--- src/rtl/shift_subtract_divider_pkg.sv ---
// Shared types for the sequential restoring divider.
package div_pkg;

  typedef enum logic [1:0] {
    DIV_IDLE,
    DIV_RUN,
    DIV_DONE
  } div_state_e;

endpackage

--- src/rtl/shift_subtract_divider_if.sv ---
// Start/done handshake and operand/result bundle between the requester and the divider.
interface shift_subtract_divider_if #(
  parameter int N = 32
) ();

  logic         start;
  logic [N-1:0] dividend;
  logic [N-1:0] divisor;
  logic         busy;
  logic         done;
  logic [N-1:0] quotient;
  logic [N-1:0] remainder;
  logic         div_by_zero;

  modport master (
    output start, dividend, divisor,
    input  busy, done, quotient, remainder, div_by_zero
  );

  modport slave (
    input  start, dividend, divisor,
    output busy, done, quotient, remainder, div_by_zero
  );

endinterface

--- src/rtl/shift_subtract_divider_sub_stage.sv ---
// Ripple subtractor for the trial step, chained from 1-bit add/sub cells with op fixed to subtract.
module div_addsub_cell (
  input  logic a_i,
  input  logic b_i,
  input  logic op_i,
  input  logic cin_i,
  output logic s_o,
  output logic cout_o
);

  logic b_x;

  assign b_x    = b_i ^ op_i;
  assign s_o    = a_i ^ b_x ^ cin_i;
  assign cout_o = (a_i & b_x) | (cin_i & (a_i ^ b_x));

endmodule

module div_sub_stage #(
  parameter int W = 33
) (
  input  logic [W-1:0] a_i,
  input  logic [W-1:0] b_i,
  output logic [W-1:0] diff_o,
  output logic         borrow_n_o
);

  localparam logic OP_SUB = 1'b1;

  logic [W:0] carry;

  // op=1 inverts b inside each cell; the same bit supplies the +1 at the LSB
  assign carry[0] = OP_SUB;

  for (genvar i = 0; i < W; i++) begin : g_cell
    div_addsub_cell u_cell (
      .a_i    (a_i[i]),
      .b_i    (b_i[i]),
      .op_i   (OP_SUB),
      .cin_i  (carry[i]),
      .s_o    (diff_o[i]),
      .cout_o (carry[i+1])
    );
  end

  assign borrow_n_o = carry[W];

endmodule

--- src/rtl/shift_subtract_divider.sv ---
// Sequential unsigned N-bit restoring divider, one shift + trial subtract per cycle.
//   state    | meaning
//   DIV_IDLE | waiting for start
//   DIV_RUN  | iterating, count_q steps left
//   DIV_DONE | done pulse, results valid; start here is accepted back-to-back
module shift_subtract_divider
  import div_pkg::*;
#(
  parameter int N = 32
) (
  input  logic                    clk,
  input  logic                    rst_n,
  shift_subtract_divider_if.slave bus
);

  localparam int CNT_W = $clog2(N + 1);

  div_state_e       state_q, state_d;
  logic [CNT_W-1:0] cnt_q, cnt_d;
  logic [N-1:0]     r_q, r_d;
  logic [N-1:0]     q_q, q_d;
  logic [N-1:0]     d_q, d_d;
  logic [N-1:0]     quo_q, quo_d;
  logic [N-1:0]     rem_q, rem_d;
  logic             busy_q, busy_d;
  logic             done_q, done_d;
  logic             dbz_q, dbz_d;

  logic [N:0]       trial_a;
  logic [N:0]       trial_b;
  logic [N:0]       trial_diff;
  logic             trial_borrow_n;
  logic             trial_ok;
  logic [N-1:0]     r_step;
  logic [N-1:0]     q_step;
  logic             accept;

  assign trial_a = {r_q, q_q[N-1]};
  assign trial_b = {1'b0, d_q};

  div_sub_stage #(.W(N + 1)) u_sub (
    .a_i        (trial_a),
    .b_i        (trial_b),
    .diff_o     (trial_diff),
    .borrow_n_o (trial_borrow_n)
  );

  // R < D holds between steps, so the partial remainder always fits in N bits
  assign trial_ok = trial_borrow_n & ~trial_diff[N];
  assign r_step   = trial_ok ? trial_diff[N-1:0] : trial_a[N-1:0];
  assign q_step   = {q_q[N-2:0], trial_ok};
  assign accept   = bus.start && (state_q == DIV_IDLE || state_q == DIV_DONE);

  always_comb begin
    state_d = state_q;
    cnt_d   = cnt_q;
    r_d     = r_q;
    q_d     = q_q;
    d_d     = d_q;
    quo_d   = quo_q;
    rem_d   = rem_q;
    dbz_d   = dbz_q;
    done_d  = 1'b0;

    case (state_q)
      DIV_RUN: begin
        r_d   = r_step;
        q_d   = q_step;
        cnt_d = cnt_q - CNT_W'(1);
        if (cnt_q == CNT_W'(1)) begin
          state_d = DIV_DONE;
          done_d  = 1'b1;
          quo_d   = q_step;
          rem_d   = r_step;
          dbz_d   = 1'b0;
        end
      end
      DIV_DONE: state_d = DIV_IDLE;
      default: ;
    endcase

    if (accept) begin
      r_d   = '0;
      q_d   = bus.dividend;
      d_d   = bus.divisor;
      cnt_d = CNT_W'(N);
      if (bus.divisor == '0) begin
        state_d = DIV_DONE;
        done_d  = 1'b1;
        quo_d   = '1;
        rem_d   = bus.dividend;
        dbz_d   = 1'b1;
      end else begin
        state_d = DIV_RUN;
      end
    end

    busy_d = (state_d == DIV_RUN);
  end

  always_ff @(posedge clk or negedge rst_n) begin
    if (!rst_n) begin
      state_q <= DIV_IDLE;
      cnt_q   <= '0;
      r_q     <= '0;
      q_q     <= '0;
      d_q     <= '0;
      quo_q   <= '0;
      rem_q   <= '0;
      busy_q  <= 1'b0;
      done_q  <= 1'b0;
      dbz_q   <= 1'b0;
    end else begin
      state_q <= state_d;
      cnt_q   <= cnt_d;
      r_q     <= r_d;
      q_q     <= q_d;
      d_q     <= d_d;
      quo_q   <= quo_d;
      rem_q   <= rem_d;
      busy_q  <= busy_d;
      done_q  <= done_d;
      dbz_q   <= dbz_d;
    end
  end

  assign bus.busy        = busy_q;
  assign bus.done        = done_q;
  assign bus.quotient    = quo_q;
  assign bus.remainder   = rem_q;
  assign bus.div_by_zero = dbz_q;

endmodule

--- src/flat_wrapper.sv ---
// flat-port wrapper written by rule: the top's interface ports become plain ports
module shift_subtract_divider_flat import div_pkg::*;
#(
  parameter int N = 32
)
  (clk, rst_n, bus_start, bus_dividend, bus_divisor, bus_busy, bus_done, bus_quotient, bus_remainder, bus_div_by_zero);
  shift_subtract_divider_if #(.N(N)) bus_i ();
  input  logic clk;
  input  logic rst_n;
  input wire logic [$bits(bus_i.start)-1:0] bus_start;
  input wire logic [$bits(bus_i.dividend)-1:0] bus_dividend;
  input wire logic [$bits(bus_i.divisor)-1:0] bus_divisor;
  output wire logic [$bits(bus_i.busy)-1:0] bus_busy;
  output wire logic [$bits(bus_i.done)-1:0] bus_done;
  output wire logic [$bits(bus_i.quotient)-1:0] bus_quotient;
  output wire logic [$bits(bus_i.remainder)-1:0] bus_remainder;
  output wire logic [$bits(bus_i.div_by_zero)-1:0] bus_div_by_zero;
  assign bus_i.start = bus_start;
  assign bus_i.dividend = bus_dividend;
  assign bus_i.divisor = bus_divisor;
  assign bus_busy = bus_i.busy;
  assign bus_done = bus_i.done;
  assign bus_quotient = bus_i.quotient;
  assign bus_remainder = bus_i.remainder;
  assign bus_div_by_zero = bus_i.div_by_zero;
  shift_subtract_divider #(.N(N)) u_core (.clk(clk), .rst_n(rst_n), .bus(bus_i));
endmodule
--- config.mk ---
export PLATFORM = sky130hd
export DESIGN_NAME = shift_subtract_divider_flat
export DESIGN_NICKNAME = d
export VERILOG_FILES = /design/src/rtl/shift_subtract_divider_pkg.sv /design/src/rtl/shift_subtract_divider_if.sv /design/src/rtl/shift_subtract_divider_sub_stage.sv /design/src/rtl/shift_subtract_divider.sv /design/src/flat_wrapper.sv
export SDC_FILE = /design/constraint.sdc
export NUM_CORES = 1
export LEC_CHECK = 0
export CORE_ASPECT_RATIO = 0.5
export CORE_UTILIZATION = 35
export CTS_CLUSTER_DIAMETER = 200
export DETAILED_ROUTE_END_ITERATION = 6
export RECOVER_POWER = 25
export SLEW_MARGIN = 20
export SYNTH_ARGS = -nofsm -noshare
export SYNTH_HDL_FRONTEND = slang
export SYNTH_SLANG_ARGS = --single-unit
--- constraint.sdc ---
create_clock -name clk -period 18.61 [get_ports clk]
set_clock_uncertainty 0.05 [all_clocks]
set_input_delay 2.7915 -clock clk [delete_from_list [all_inputs] [get_ports clk]]
set_output_delay 2.7915 -clock clk [all_outputs]
set_load 0.01 [all_outputs]
# Word level (Yosys, flattened, before mapping)
# Index checks and enable logic that the tools add are counted.
[word_totals]
in_bits = 67
output_inout_bits = 67
mem_bits_rw = 0
regBits = 171
memories = 0
word_cells = 244
latchBits = 0
romBits = 0
[classes]
magnitude_cmp = 0
multipliers = 0
div = 0
add_sub_neg = 1
eq_ne = 4
n_bitwise = 197
shift = 0
mux = 27
reduce_logical = 5
[op_table]
columns = ["operator", "n"]
rows = [
  ["$mux W32", 13],
  ["$and A1 B1 Y1", 65],
  ["$xor A1 B1 Y1", 64],
  ["$not A1 Y1", 35],
  ["$or A1 B1 Y1", 33],
  ["$logic_not A32 Y1", 1],
  ["$mux W6", 2],
  ["$mux W1", 8],
  ["$eq A6 B1 Y1 const B", 1],
  ["$mux W2", 3],
  ["$sub A6 B1 Y6 const B", 1],
  ["$eq A2 B1 Y1 const B", 2],
  ["$pmux W2 S2", 1],
  ["$eq A2 B2 Y1 const B", 1],
  ["$logic_not A2 Y1", 1],
  ["$reduce_bool A2 Y1", 1],
  ["$logic_and A1 B1 Y1", 1],
  ["$logic_or A1 B1 Y1", 1],
]

# Depth between registers and ports, before layout
# Gate-level depths: netlist (run 1).
[depth]
depth_word = 73
depth_mapped = 41

# Cells and area by module
# From an unflattened synthesis (run 1), not the netlist that was laid out.
[unflattened]
cells_unflattened = 928
area_unflattened_um2 = 9132.5
[by_module_without_submodules]
columns = ["mod", "cells_per_inst", "seq_area_each_um2", "n_inst", "area_each_um2"]
rows = [
  ["shift_subtract_divider", 729, 4279.1, 1, 7683.6],
  ["div_addsub_cell", 6, 0.0, 33, 43.8],
  ["div_sub_stage", 1, 0.0, 1, 3.8],
]

# Worst setup path before layout (run 1)
# OpenSTA, ideal clock, no wires.
[synth_path]
path_kind = "register to register"
startpoint = "register u_core.q_q[31]"
endpoint = "register u_core.rem_q[10], in the netlist u_core.bus.remainder[10]"
arrival_time_ns = 15.666
stages_incl_launch_ff = 42
t_required_ns = 18.435
synth_period_minus_slack_ns = 15.841
setup_time_ns = 0.125
path_slack_ns = 2.769
cell_sequence = "dfrtp_1 -> inv_1 -> ha_1 -> inv_1 -> fa_1 -> fa_1 -> fa_1 -> fa_1 -> fa_1 -> fa_1 -> fa_1 -> fa_1 -> fa_1 -> fa_1 -> fa_1 -> fa_1 -> fa_1 -> fa_1 -> (+6 left out) -> fa_1 -> fa_1 -> fa_1 -> fa_1 -> fa_1 -> fa_1 -> fa_1 -> fa_1 -> inv_1 -> fa_1 -> inv_1 -> fa_1 -> fa_1 -> xnor2_2 -> buf_2 -> mux2i_1 -> mux2i_1 -> mux2_4"
[synth_via]
elab_chain_cells = 72
[synth_rtl]
columns = ["element", "line", "text"]
rows = [
  ["start: declaration", "shift_subtract_divider.sv:21", "logic [N-1:0] q_q, q_d;"],
  ["start signal: assignment", "shift_subtract_divider.sv:117", "q_q <= q_d;"],
  ["$and A1 B1 Y1 or $xor A1 B1 Y1 (tied branches)", "shift_subtract_divider_sub_stage.sv:15", "assign cout_o = (a_i & b_x) | (cin_i & (a_i ^ b_x));"],
  ["$or A1 B1 Y1 *", "shift_subtract_divider_sub_stage.sv:15", ""],
  ["$and A1 B1 Y1 *", "shift_subtract_divider_sub_stage.sv:15", ""],
  ["$or A1 B1 Y1 *", "shift_subtract_divider_sub_stage.sv:15", ""],
  ["$and A1 B1 Y1 *", "shift_subtract_divider_sub_stage.sv:15", ""],
  ["$or A1 B1 Y1 *", "shift_subtract_divider_sub_stage.sv:15", ""],
  ["$and A1 B1 Y1 *", "shift_subtract_divider_sub_stage.sv:15", ""],
  ["$or A1 B1 Y1 *", "shift_subtract_divider_sub_stage.sv:15", ""],
  ["(+57 left out)", "--", ""],
  ["$or A1 B1 Y1 or $not A1 Y1 (tied branches)", "shift_subtract_divider_sub_stage.sv:15, shift_subtract_divider.sv:49", ""],
  ["$and A1 B1 Y1", "shift_subtract_divider.sv:49", "assign trial_ok = trial_borrow_n & ~trial_diff[N];"],
  ["$mux W32 *", "shift_subtract_divider.sv:50", "assign r_step = trial_ok ? trial_diff[N-1:0] : trial_a[N-1:0];"],
  ["$mux W32 *", "shift_subtract_divider.sv:70", "if (cnt_q == CNT_W'(1)) begin"],
  ["$mux W32 *", "shift_subtract_divider.sv:65", "case (state_q)"],
  ["$mux W32", "shift_subtract_divider.sv:87", "if (bus.divisor == '0) begin"],
  ["$mux W32 *", "shift_subtract_divider.sv:82", "if (accept) begin"],
  ["via u_core.rem_d[10]", "shift_subtract_divider.sv:24", "logic [N-1:0] rem_q, rem_d;"],
  ["end signal: assignment", "shift_subtract_divider.sv:120", "rem_q <= rem_d;"],
  ["end: declaration", "shift_subtract_divider.sv:24", ""],
]
# Mark *: on every way through the listed nets, which the timed path passes. The rest lies on a longest branch.
# A chain may end at the register's enable or synchronous reset.

# Worst setup path after layout (run 1)
[layout_path]
startpoint = "register u_core.q_q[31]"
endpoint = "register u_core.rem_q[22], in the netlist u_core.bus.remainder[22]"
[layout_via]
elab_chain_cells = 72
[layout_rtl]
columns = ["element", "line"]
rows = [
  ["$and A1 B1 Y1 or $xor A1 B1 Y1 (tied branches)", "shift_subtract_divider_sub_stage.sv:15"],
  ["$or A1 B1 Y1 *", "shift_subtract_divider_sub_stage.sv:15"],
  ["$and A1 B1 Y1 *", "shift_subtract_divider_sub_stage.sv:15"],
  ["$or A1 B1 Y1 *", "shift_subtract_divider_sub_stage.sv:15"],
  ["$and A1 B1 Y1 *", "shift_subtract_divider_sub_stage.sv:15"],
  ["$or A1 B1 Y1 *", "shift_subtract_divider_sub_stage.sv:15"],
  ["$and A1 B1 Y1 *", "shift_subtract_divider_sub_stage.sv:15"],
  ["$or A1 B1 Y1 *", "shift_subtract_divider_sub_stage.sv:15"],
  ["(+57 left out)", "--"],
  ["$or A1 B1 Y1 or $not A1 Y1 (tied branches)", "shift_subtract_divider_sub_stage.sv:15, shift_subtract_divider.sv:49"],
  ["$and A1 B1 Y1", "shift_subtract_divider.sv:49"],
  ["$mux W32 *", "shift_subtract_divider.sv:50"],
  ["$mux W32 *", "shift_subtract_divider.sv:70"],
  ["$mux W32 *", "shift_subtract_divider.sv:65"],
  ["$mux W32", "shift_subtract_divider.sv:87"],
  ["$mux W32 *", "shift_subtract_divider.sv:82"],
  ["via u_core.rem_d[22]", "shift_subtract_divider.sv:24"],
]
# Marked as above.

==> flow_summary_export.csv, run 1 <==
group,metric,value,unit
outcome,outcome,"complete, but fails checks",
timing,report.final.hold_viol_count,0,
logic_synthesis,ys_ff_latch,171,
logic_synthesis,syn_inst,762,
critical_path,worstPathRequired,18.88,ns
logic_synthesis,average_cell_area_after_synthesis,11.1,um^2
critical_path,crit_path_top_delay_cell,"sky130_fd_sc_hd__xnor2_4",
timing,slew_viol_final,106,
clock_tree,cts_tree,"built",
logic_synthesis,portion_of_the_post_synthesis_area_used_by_sequential_elements,50.4,%
hold_path,worstHoldPathType,"register to register",
final_layout,ff_latch_area,4280,um^2
final_layout,finish.cell_count_without_fillers,1198,
power_and_ir_drop,power_report.internal_total,1.27,mW
clock_tree,cts_made_buffers,17,
final_layout,area_of_the_multi_input_gates,3790,um^2
clock_tree,cts_repair_resize_count,0,
logic_synthesis,yosysUniqueCellTypes,32,
critical_path,cpPeakStageDelay,0.84,ns
clock_tree,clock_transition_at_the_registers_of_the_reported_paths,0.06,ns
global_routing,number_of_antenna_violations_at_the_first_check_in_global_routing,0,
die,num_rows,39,
final_layout,layout.cells.most_common,"sky130_fd_sc_hd__dfrtp_1",
clock_tree,cts_sinks,171,
critical_path,setup.worst_path.end_class,"register",
critical_path,crit_path_max_fanout,22,
final_layout,n_antenna_cell,0,
critical_path,setup.worst_path.start_class,"register",
final_layout,post_route_cells_drive_above_1_share,8.98,%
timing,fmax,59.2,MHz
global_routing,gr-usage-met1,22.7,%
drt,postRouteAntennaNets,0,
timing,grt_setup_unrepaired,"no",
power_and_ir_drop,share_clk_of_total_power,18.5,%
clock_tree,cell_at_the_root_of_the_clock_tree,"sky130_fd_sc_hd__clkbuf_16",
power_and_ir_drop,power.total,2.06,mW
global_routing,grt_max_degree,106,
die,design.die.area,24900,um^2
global_routing,gr-usage-met2,27.1,%
clock_tree,clock_insertion_delay_worst_skew,0.44,ns
die,num_io_pins,134,
drt,route.final.wire_length,19800,um
timing,whs,0.442,ns
power_and_ir_drop,netSwitchingPower,0.794,mW
drt,route.detailed.vias_per_inst,4.75,
clock_tree,cts.htree.levels,4,
drt,num_vias,5687,
clock_tree,cts_hold_repair.buffers,0,
final_layout,fillCellCount,2197,
power_and_ir_drop,sw_frac_of_total,38.5,%
final_layout,most-common-layout-cells,"sky130_fd_sc_hd__dfrtp_1, sky130_fd_sc_hd__nand2_1, sky130_fd_sc_hd__clkdlybuf4s50_1, sky130_fd_sc_hd__mux2i_1, sky130_fd_sc_hd__o21ai_0",
timing,worst_pin_slew,5.73,ns
global_routing,global_route_wire_length_before_repair,33100,um
timing,max_slew_margin,-282,%
timing,setup_total_negative_slack,0,ns
logic_synthesis,netlist_area,8500,um^2
timing,setup_viol_count_final,0,
die,chipHeight,112,um
final_layout,num-nets-final,983,
clock_tree,clk_path_buf_depth,2,
final_layout,synthToLayoutAreaGrowth,26.5,%
power_and_ir_drop,vdd_drop_max,0.0000839,V
outcome,violated_checks,"capacitance limit, slew limit",
die,floorplan.initialDensity,36.4,%
flow_run,cap_viol_max_count,1,
global_routing,grt.met3_usage,4.55,%
power_and_ir_drop,power.share.sequential,32.0,%
critical_path,crit_arrival,17.17,ns
place,post-place-cells,1166,
critical_path,timing_worst_setup_path_type,"register to register",
timing,timing.final.crit_share,90.8,%
power_and_ir_drop,combPwrFrac,49.5,%
final_layout,postLayoutCoreUtil,46.1,%
timing,finalWorstPathRequiredPeriod,16.89,ns
global_routing,first_global_vias,6068,
logic_synthesis,synthesis.yosys.warnings,0,
place,post-dp-hpwl,13400,um
global_routing,gr-max-usage-layer,"met2",
drt,firstDrtPassIters,4,
global_routing,grt-ovfl-total,0,
drt,drt_first_iter_violations,447,
logic_synthesis,mappedNetlistNets,866,
power_and_ir_drop,static-leakage-power,5.38,nW
place,port_buffers,133,
die,dieWidth,222,um
die,core_area,23300,um^2
global_routing,track_usage,17.0,%
drt,drc,0,
power_and_ir_drop,power.density,192,nW/um^2
clock_tree,cts_post_setup_buffers_inserted,0,
drt,wl_per_instance,16.6,um
critical_path,critical_path.most_common_cell,"sky130_fd_sc_hd__fa_1",
place,gp_congestion,0.760,
[power groups by stage]
stage | Combinational, mW | Sequential, mW | Clock [mW]
after floorplan | 0.654 | 0.672 | 0
after global placement | 1.02 | 0.662 | 0
after detailed placement | 1.04 | 0.667 | 0
after CTS | 1.04 | 0.663 | 0.390
after global routing | 1.15 | 0.685 | 0.409
final | 1.02 | 0.660 | 0.382
[layout make-up]
cell class / count / area share [%]
Sequential cell: 171 / 39.8
Multi-Input combinational cell: 478 / 35.3
Timing Repair Buffer: 141 / 13.0
Clock buffer: 20 / 4.25
Tap cell: 307 / 3.58
Inverter: 70 / 2.45
Clock inverter: 11 / 1.57
[metrics by stage]
step | setup slack, ns | area (um^2)
after floorplan | 2.77 | 8500
after global placement | 1.67 | 10100
after detailed placement | 1.53 | 10100
after CTS | 1.52 | 10700
after global routing | 1.06 | 10700
final | 1.72 | 10700
[synth_stat cells]
cell	n	share of area, %
sky130_fd_sc_hd__a22o_1	2	0.21
sky130_fd_sc_hd__nor2b_1	2	0.15
sky130_fd_sc_hd__mux2_2	2	0.27
sky130_fd_sc_hd__xnor2_2	1	0.19
sky130_fd_sc_hd__o41ai_1	1	0.10
sky130_fd_sc_hd__or3_1	1	0.074
sky130_fd_sc_hd__nor4_2	1	0.15
sky130_fd_sc_hd__nor2_1	5	0.22
sky130_fd_sc_hd__a211oi_1	1	0.088
sky130_fd_sc_hd__o21a_1	2	0.18
sky130_fd_sc_hd__ha_1	6	0.88
sky130_fd_sc_hd__nand2_1	138	6.1
sky130_fd_sc_hd__clkbuf_1	21	0.93
sky130_fd_sc_hd__buf_6	5	0.66
sky130_fd_sc_hd__nor3_1	2	0.12
sky130_fd_sc_hd__nand2b_1	3	0.22
sky130_fd_sc_hd__buf_2	11	0.65
sky130_fd_sc_hd__mux2_4	32	5.7
sky130_fd_sc_hd__buf_1	6	0.27
sky130_fd_sc_hd__o21ai_1	2	0.12
sky130_fd_sc_hd__a21boi_0	1	0.088
sky130_fd_sc_hd__o211ai_1	1	0.088
sky130_fd_sc_hd__fa_1	31	7.3
sky130_fd_sc_hd__inv_1	70	3.1
sky130_fd_sc_hd__mux2i_1	124	15
sky130_fd_sc_hd__o21ai_0	103	6.1
sky130_fd_sc_hd__o31ai_1	1	0.088
sky130_fd_sc_hd__a21oi_1	3	0.18
sky130_fd_sc_hd__dfrtp_1	171	50
sky130_fd_sc_hd__nor4_1	8	0.59
sky130_fd_sc_hd__nand3_1	4	0.24
sky130_fd_sc_hd__nand4_1	1	0.074
[kinds of logic after synthesis]
| kind of cell | Yosys count | synth area share [%] |
|---|---|---|
| AOI/OAI and AO/OA | 117 | 7.20 |
| xor gates and xnor gates | 1 | 0.192 |
| adders and majority gates | 37 | 8.19 |
| buffers and inverters | 113 | 5.60 |
| DFF | 171 | 50.4 |
| muxes | 158 | 20.5 |
| and+or+nand+nor | 165 | 7.92 |
[sequential cells by signal, indices dropped and copies added, names as in the netlist]
register,cells
u_core.bus.remainder,32
u_core.r_q,32
u_core.d_q,32
u_core.q_q,32
u_core.cnt_q,6
u_core.bus.div_by_zero,1
u_core.bus.quotient,32
u_core.state_q,2
u_core.bus.busy,1
u_core.bus.done,1
[layer usage]
layer,share of wire [%],wire (um)
met1,48,9470
met2,47,9370
met3,4.0,789
met4,1.0,208
met5,0,0
[worst max-delay path, delay by kind of cell, from the launching register on]
family	cells	cell delay, ns
adder cells (fa/ha/maj)	32	14.18
buffers and inverters	5	0.67
XOR/XNOR	1	0.84
flip-flops	1	0.39
multiplexers	3	0.66
[final timing paths]
| check | start | cells past startpoint | endpoint | slack, ns |
|---|---|---|---|---|
| min | u_core.bus.div_by_zero$_DFF_PN0_ | 2 | u_core.bus.div_by_zero$_DFF_PN0_ | 0.44 |
| max | u_core.q_q[31]$_DFFE_PN0P_ | 41 | u_core.bus.remainder[22]$_DFF_PN0_ | 1.72 |
| min in group asynchronous | rst_n | 1 | u_core.q_q[27]$_DFFE_PN0P_ | 4.40 |
| max reg2reg | u_core.q_q[31]$_DFFE_PN0P_ | 41 | u_core.bus.remainder[22]$_DFF_PN0_ | 1.72 |
| max in group asynchronous | rst_n | 1 | u_core.d_q[12]$_DFFE_PN0P_ | 10.88 |
| min reg2reg | u_core.bus.div_by_zero$_DFF_PN0_ | 2 | u_core.bus.div_by_zero$_DFF_PN0_ | 0.44 |
Note: power is estimated with default switching activity, not from simulation.
==> run 2, diff against run 1 <==
- GPL_ROUTABILITY_DRIVEN: not set -> 0
- SYNTH_HIERARCHICAL: not set -> 1
==> flow_summary_export.csv, run 2 <==
group,metric,value,unit
place,port_buffers,133,
die,num_io_pins,134,
timing,timing.final.crit_share,93.6,%
power_and_ir_drop,power_report.internal_total,0.639,mW
place,detailed_place.area,10900,um^2
logic_synthesis,synth_largest_area_cell,"sky130_fd_sc_hd__dfrtp_1",
critical_path,rr_startpoint,"u_core/d_q[0]$_DFFE_PN0P_",
power_and_ir_drop,share_clk_of_total_power,46.7,%
logic_synthesis,average_cell_area_after_synthesis,9.84,um^2
logic_synthesis,synth_top_flop_cell,"sky130_fd_sc_hd__dfrtp_1",
drt,wl_per_instance,14.9,um
logic_synthesis,combinational_family_with_the_most_area_after_synthesis,"multiplexers",
clock_tree,cell_at_the_root_of_the_clock_tree,"sky130_fd_sc_hd__clkbuf_16",
global_routing,first_global_vias,6741,
drt,num_vias,6414,
place,post-dp-hpwl,14200,um
hold_path,worstHoldPathType,"register to register",
logic_synthesis,synthesis.yosys.warnings,6,
power_and_ir_drop,combPwrFrac,7.6,%
global_routing,number_of_antenna_violations_at_the_first_check_in_global_routing,0,
critical_path,cpPeakStageDelay,0.50,ns
critical_path,setup.worst_path.start_class,"register",
logic_synthesis,synth_enable_flop_cells,0,
clock_tree,cts_made_buffers,17,
hold_path,hold_path_startpoint,"u_core/bus.div_by_zero$_DFF_PN0_",
timing,report.final.hold_viol_count,0,
power_and_ir_drop,netSwitchingPower,0.194,mW
power_and_ir_drop,power.density,69.8,nW/um^2
logic_synthesis,synth-xor-area-share,3.16,%
drt,dr_wl_met3,607,um
die,floorplan.initialDensity,36.0,%
clock_tree,clock_insertion_delay_worst_skew,0.44,ns
timing,slew_viol_final,109,
outcome,violated_checks,"capacitance limit, slew limit",
timing,setup_total_negative_slack,0,ns
final_layout,postLayoutCoreUtil,47.0,%
timing,worst_pin_slew,5.96,ns
critical_path,setup.worst_path.end_class,"register",
logic_synthesis,synth-compound-area-share,4.80,%
final_layout,post_route_cells_drive_above_1_share,10.3,%
critical_path,crit_path_max_fanout,6,
critical_path,reg2reg_to,"u_core/bus.remainder[28]$_DFF_PN0_",
logic_synthesis,netlist_top_cells_area,"sky130_fd_sc_hd__dfrtp_1, sky130_fd_sc_hd__mux2i_1, sky130_fd_sc_hd__nand2_1",
die,chipHeight,116,um
global_routing,track_usage,16.9,%
logic_synthesis,synth_fa_ha_area_share,7.92,%
logic_synthesis,multiplexer_share_of_the_synthesized_area,18.1,%
timing,fmax,57.4,MHz
die,core_area,25400,um^2
final_layout,n_antenna_cell,0,
logic_synthesis,yosysUniqueCellTypes,32,
drt,drt_first_iter_violations,330,
critical_path,r2r_setup_slack,1.19,ns
clock_tree,cts_tree,"built",
final_layout,synthToLayoutAreaGrowth,30.8,%
power_and_ir_drop,power.total,0.833,mW
power_and_ir_drop,vdd_drop_max,0.0000522,V
flow_run,cap_viol_max_count,1,
global_routing,global_route_wire_length_before_repair,35300,um
drt,route.final.wire_length,21500,um
timing,max_slew_margin,-298,%
power_and_ir_drop,power.share.sequential,45.7,%
critical_path,worstPathRequired,18.88,ns
drt,topRoutingLayerUsed,"met4",
drt,firstDrtPassIters,4,
outcome,outcome,"complete, but fails checks",
drt,postRouteAntennaNets,0,
hold_path,whs_path_depth,2,
power_and_ir_drop,static-leakage-power,5.62,nW
power_and_ir_drop,sw_frac_of_total,23.3,%
clock_tree,cts_sinks,171,
critical_path,reg2regPathDepth,105,
critical_path,timing_worst_setup_path_type,"register to register",
final_layout,num-nets-final,1191,
timing,finalWorstPathRequiredPeriod,17.42,ns
clock_tree,clk_path_buf_depth,2,
logic_synthesis,post_synth_and_or_nand_nor_area_fraction,10.0,%
critical_path,critical_path.most_common_cell,"sky130_fd_sc_hd__inv_1",
logic_synthesis,netlist_area,9130,um^2
logic_synthesis,post-synth-top-area-fraction,46.9,%
drt,route.detailed.vias_per_inst,4.44,
logic_synthesis,async_reset_ff_share,100,%
final_layout,fillCellCount,2381,
final_layout,layout.cells.most_common,"sky130_fd_sc_hd__nand2_1",
critical_path,crit_path_top_delay_cell,"sky130_fd_sc_hd__fa_1",
die,dieWidth,230,um
hold_path,hold_path_end,"u_core/bus.div_by_zero$_DFF_PN0_",
logic_synthesis,yosys.cell_count.top_type,"sky130_fd_sc_hd__nand2_1",
die,design.die.area,26800,um^2
critical_path,crit_arrival,17.69,ns
drt,met2WireLength,10600,um
logic_synthesis,synth_common_cells,"sky130_fd_sc_hd__nand2_1, sky130_fd_sc_hd__dfrtp_1, sky130_fd_sc_hd__inv_1, sky130_fd_sc_hd__mux2i_1, sky130_fd_sc_hd__o21ai_0",
clock_tree,cts_hold_repair.buffers,0,
timing,setup_viol_count_final,0,
drt,drc,0,
logic_synthesis,portion_of_the_post_synthesis_area_used_by_sequential_elements,46.9,%
clock_tree,cts.htree.levels,4,
drt,detail_route.wirelength.met1,9950,um
logic_synthesis,syn_inst,928,
global_routing,grt-ovfl-total,0,
clock_tree,clock_transition_at_the_registers_of_the_reported_paths,0.07,ns
global_routing,grt_max_degree,109,
final_layout,most-common-layout-cells,"sky130_fd_sc_hd__nand2_1, sky130_fd_sc_hd__dfrtp_1, sky130_fd_sc_hd__inv_1, sky130_fd_sc_hd__clkdlybuf4s50_1, sky130_fd_sc_hd__mux2i_1",
logic_synthesis,ys_ff_latch,171,
die,num_rows,41,
final_layout,finalInstanceArea,11900,um^2
[run 2: cell count changes after synthesis, sizes merged, moves of 4 or more]
cell	change
nand2	+62
inv	+99
xnor2	+32
mux2i	+4
o21ai	-28
[run 2: metrics by stage]
step,std cells,setup WS (ns),hold WS (ns)
after floorplan,961,1.50,0.400
after detailed placement,1403,0.705,0.426
after global routing,1443,-0.00332,0.471
after CTS,1435,0.684,0.443
after global placement,1402,0.981,0.410
final,1443,1.19,0.433
[run 2: worst max-delay path, delay by kind of cell (launching register included)]
kind / cells / cell delay (ns)
adders and majority gates: 33 / 12.19
buffers and inverters: 67 / 3.75
muxes: 3 / 0.65
DFF: 1 / 0.40
xor gates and xnor gates: 1 / 0.14
and+or+nand+nor: 1 / 0.12
[run 2: kinds of logic (layout without fill, tap and decap cells)]
family	after synthesis	after routing
adder cells (fa/ha/maj)	38	38
AND/OR/NAND/NOR	227	227
multiplexers	160	160
XOR/XNOR	33	33
flip-flops	171	171
other	2	35
buffers and inverters	212	350
AO/OA/AOI/OAI	85	85
[run 2: repair_timing]
action | CTS | global route
endpoints found under the setup margin | 0 | 61
gates resized for setup | 0 | 45
buffers inserted | 0 | 3
endpoints found under the hold margin | 0 | 0
[run 2: how the worst max path moves through the flow]
stage | start | to | slack (ns) | cells after the start
2_1_floorplan | u_core/d_q[0]$_DFFE_PN0P_ | u_core/bus.remainder[10]$_DFF_PN0_ | 1.50 | 105
3_3_place_gp | u_core/d_q[0]$_DFFE_PN0P_ | u_core/bus.remainder[22]$_DFF_PN0_ | 0.98 | 104
5_1_grt | u_core/d_q[0]$_DFFE_PN0P_ | u_core/bus.remainder[13]$_DFF_PN0_ | -0.003 | 105
6_report | u_core/d_q[0]$_DFFE_PN0P_ | u_core/bus.remainder[28]$_DFF_PN0_ | 1.19 | 105
4_1_cts | u_core/d_q[0]$_DFFE_PN0P_ | u_core/bus.remainder[22]$_DFF_PN0_ | 0.68 | 104
3_5_place_dp | u_core/d_q[0]$_DFFE_PN0P_ | u_core/bus.remainder[22]$_DFF_PN0_ | 0.71 | 104
[run 2: power groups by stage]
stage	Clock [mW]	Sequential [mW]	Combinational (mW)
final	0.389	0.381	0.0630
after global routing	0.416	0.381	0.0705
after CTS	0.400	0.381	0.0633
after detailed placement	0	0.388	0.0629
after global placement	0	0.388	0.0620
after floorplan	0	0.390	0.0193
[run 2: area by class of cell]
cell class | instances | area, um^2 | share of cell area [%]
clock inverters | 15 | 213 | 1.78
clock buffers | 17 | 425 | 3.56
multi-input cells | 578 | 4390 | 36.8
inverters | 169 | 634 | 5.31
well taps | 344 | 430 | 3.60
repair buffers | 149 | 1570 | 13.1
flip-flops and latches | 171 | 4280 | 35.8
[run 2: per-layer routing]
| metal | global-route usage [%] | vias to the layer above |
|---|---|---|
| met1 | 21.7 | 3146 |
| met5 | 0 | - |
| met2 | 29.2 | 69 |
| met4 | 5.12 | 0 |
| li1 | - | 3179 |
| met3 | 3.49 | 20 |
==> run 3, diff against run 2 <==
- ABC_AREA: not set -> 1
==> flow_summary_export.csv, run 3 <==
group,metric,value,unit
global_routing,global_route_wire_length_before_repair,41500,um
final_layout,n_antenna_cell,0,
die,dieWidth,235,um
logic_synthesis,ys_ff_latch,171,
power_and_ir_drop,share_clk_of_total_power,18.4,%
timing,report.final.hold_viol_count,0,
drt,route.final.wire_length,25500,um
drt,drc,0,
critical_path,reg2regPathDepth,107,
power_and_ir_drop,combPwrFrac,48.8,%
logic_synthesis,average_cell_area_after_synthesis,7.44,um^2
drt,wl_per_instance,14.1,um
clock_tree,cts_tree,"built",
timing,setup_viol_count_final,0,
clock_tree,clock_insertion_delay_worst_skew,0.44,ns
logic_synthesis,netlist_top_cells_area,"sky130_fd_sc_hd__dfrtp_1, sky130_fd_sc_hd__nand2_1, sky130_fd_sc_hd__inv_1",
outcome,outcome,"complete, but fails checks",
drt,num_vias,8164,
global_routing,grt_max_degree,108,
power_and_ir_drop,power.share.sequential,32.8,%
final_layout,fillCellCount,2651,
timing,worst_pin_slew,5.85,ns
die,design.die.area,27800,um^2
clock_tree,clock_transition_at_the_registers_of_the_reported_paths,0.07,ns
final_layout,layout.cells.most_common,"sky130_fd_sc_hd__nand2_1",
logic_synthesis,netlist_area,9470,um^2
global_routing,track_usage,18.9,%
global_routing,number_of_antenna_violations_at_the_first_check_in_global_routing,0,
clock_tree,cts_sinks,171,
timing,setup_total_negative_slack,0,ns
timing,slew_viol_final,108,
critical_path,crit_path_max_fanout,35,
die,num_rows,42,
critical_path,timing_worst_setup_path_type,"register to register",
outcome,violated_checks,"capacitance limit, slew limit",
timing,fmax,57.1,MHz
hold_path,whs_path_depth,2,
drt,drt_first_iter_violations,950,
logic_synthesis,synth_largest_area_cell,"sky130_fd_sc_hd__dfrtp_1",
global_routing,first_global_vias,7615,
logic_synthesis,post-synth-top-area-fraction,45.2,%
critical_path,cpPeakStageDelay,0.49,ns
drt,postRouteAntennaNets,0,
logic_synthesis,synth_enable_flop_cells,0,
power_and_ir_drop,vdd_drop_max,0.0000714,V
critical_path,setup.worst_path.end_class,"register",
power_and_ir_drop,static-leakage-power,6.54,nW
clock_tree,cts_hold_repair.buffers,0,
hold_path,worstHoldPathType,"register to register",
critical_path,worstPathRequired,18.89,ns
logic_synthesis,async_reset_ff_share,100,%
logic_synthesis,synth_fa_ha_area_share,7.63,%
power_and_ir_drop,power.density,169,nW/um^2
final_layout,most-common-layout-cells,"sky130_fd_sc_hd__nand2_1, sky130_fd_sc_hd__inv_1, sky130_fd_sc_hd__dfrtp_1, sky130_fd_sc_hd__nand3_1, sky130_fd_sc_hd__clkdlybuf4s50_1",
logic_synthesis,synth-compound-area-share,7.05,%
timing,finalWorstPathRequiredPeriod,17.51,ns
logic_synthesis,yosys.cell_count.top_type,"sky130_fd_sc_hd__nand2_1",
logic_synthesis,yosysUniqueCellTypes,27,
final_layout,post_route_cells_drive_above_1_share,3.50,%
die,core_area,26500,um^2
die,floorplan.initialDensity,35.8,%
clock_tree,cts_post_setup_buffers_inserted,0,
logic_synthesis,multiplexer_share_of_the_synthesized_area,0,%
critical_path,crit_path_top_delay_cell,"sky130_fd_sc_hd__fa_1",
power_and_ir_drop,sw_frac_of_total,42.5,%
clock_tree,cts.htree.levels,4,
drt,route.detailed.vias_per_inst,4.52,
clock_tree,clk_path_buf_depth,2,
logic_synthesis,syn_inst,1274,
die,num_io_pins,134,
power_and_ir_drop,power_report.internal_total,1.16,mW
logic_synthesis,portion_of_the_post_synthesis_area_used_by_sequential_elements,45.2,%
critical_path,setup.worst_path.start_class,"register",
clock_tree,cts_repair_resize_count,0,
logic_synthesis,post_synth_and_or_nand_nor_area_fraction,26.9,%
logic_synthesis,synth_common_cells,"sky130_fd_sc_hd__nand2_1, sky130_fd_sc_hd__inv_1, sky130_fd_sc_hd__dfrtp_1, sky130_fd_sc_hd__nand3_1, sky130_fd_sc_hd__o21ai_0",
place,port_buffers,133,
drt,firstDrtPassIters,5,
flow_run,cap_viol_max_count,1,
place,post-dp-hpwl,17800,um
logic_synthesis,synthesis.yosys.warnings,6,
timing,grt_setup_unrepaired,"no",
critical_path,critical_path.most_common_cell,"sky130_fd_sc_hd__inv_1",
critical_path,crit_arrival,17.79,ns
logic_synthesis,synth-xor-area-share,0.0924,%
final_layout,postLayoutCoreUtil,45.0,%
timing,timing.final.crit_share,94.1,%
clock_tree,cell_at_the_root_of_the_clock_tree,"sky130_fd_sc_hd__clkbuf_16",
global_routing,grt-ovfl-total,0,
logic_synthesis,combinational_family_with_the_most_area_after_synthesis,"simple AND/OR/NAND/NOR gates",
power_and_ir_drop,netSwitchingPower,0.853,mW
final_layout,num-nets-final,1548,
die,chipHeight,118,um
timing,max_slew_margin,-290,%
logic_synthesis,synth_top_flop_cell,"sky130_fd_sc_hd__dfrtp_1",
clock_tree,cts_made_buffers,17,
final_layout,synthToLayoutAreaGrowth,25.8,%
-- run 3: path summary, 6_finish.rpt --
check / slack, ns / to / startpoint
setup / recovery: 1.10 / u_core/bus.remainder[19]$_DFF_PN0_ / u_core/d_q[0]$_DFFE_PN0P_
hold / removal: 0.44 / u_core/bus.div_by_zero$_DFF_PN0_ / u_core/bus.div_by_zero$_DFF_PN0_
setup reg to reg: 1.10 / u_core/bus.remainder[19]$_DFF_PN0_ / u_core/d_q[0]$_DFFE_PN0P_
hold reg to reg: 0.44 / u_core/bus.div_by_zero$_DFF_PN0_ / u_core/bus.div_by_zero$_DFF_PN0_
max in group asynchronous: 10.74 / u_core/cnt_q[3]$_DFFE_PN0P_ / rst_n
min in group asynchronous: 4.45 / u_core/d_q[22]$_DFFE_PN0P_ / rst_n
-- run 3: final cells by class --
cell class                 instances  area [um^2]  share of cell area, %
inverter                         259          972                   8.16
sequential                       171         4280                   35.9
timing repair buffer             141         1390                   11.7
clock buffer                      19          443                   3.72
clock inverter                    13          156                   1.31
multi-input combinational        853         4240                   35.5
tap                              352          440                   3.70
-- run 3: worst max-delay path: cells and delay by family, from the launching register on --
kind / cells / cell delay (ns)
buffers and inverters: 67 / 3.71
adder cells (fa/ha/maj): 33 / 12.39
flip-flops: 1 / 0.39
AND/OR/NAND/NOR: 5 / 0.46
AO/OA/AOI/OAI: 2 / 0.40
-- run 3: power groups by stage --
stage          sequential (mW)  combinational, mW  clock (mW)
5_1_grt                  0.680               1.12       0.391
2_1_floorplan            0.670              0.607           0
3_3_place_gp             0.656              0.947           0
3_5_place_dp             0.663              0.972           0
6_report                 0.658              0.981       0.369
4_1_cts                  0.659              0.976       0.377
-- run 3: per-stage QoR --
step	area, um^2	std cells	hold slack [ns]	worst slack, ns	total power [mW]
global route	11900	1808	0.474	0.0137	2.20
floorplan	9730	1341	0.403	1.99	1.28
detailed placement	11300	1776	0.432	0.737	1.63
finish	11900	1808	0.444	1.10	2.01
global placement	11300	1776	0.415	0.913	1.60
CTS	11900	1808	0.445	0.640	2.01
-- run 3: layer usage --
layer | routed length (um) | GRT usage, % | share of wire (%) | vias to the layer above
met2 | 11100 | 28.6 | 44 | 209
li1 | - | - | - | 4132
met1 | 12800 | 28.1 | 50 | 3804
met3 | 1300 | 3.34 | 5.1 | 19
met5 | 0 | 0 | 0 | -
met4 | 218 | 4.52 | 0.86 | 0
-- run 3: logic make-up (layout without fill, tap and decap cells) --
family,count (synthesis),count (layout)
AND/OR/NAND/NOR,622,622
XOR/XNOR,1,1
buffers and inverters,317,432
other,2,69
flip-flops,171,171
AO/OA/AOI/OAI,123,123
adder cells (fa/ha/maj),38,38
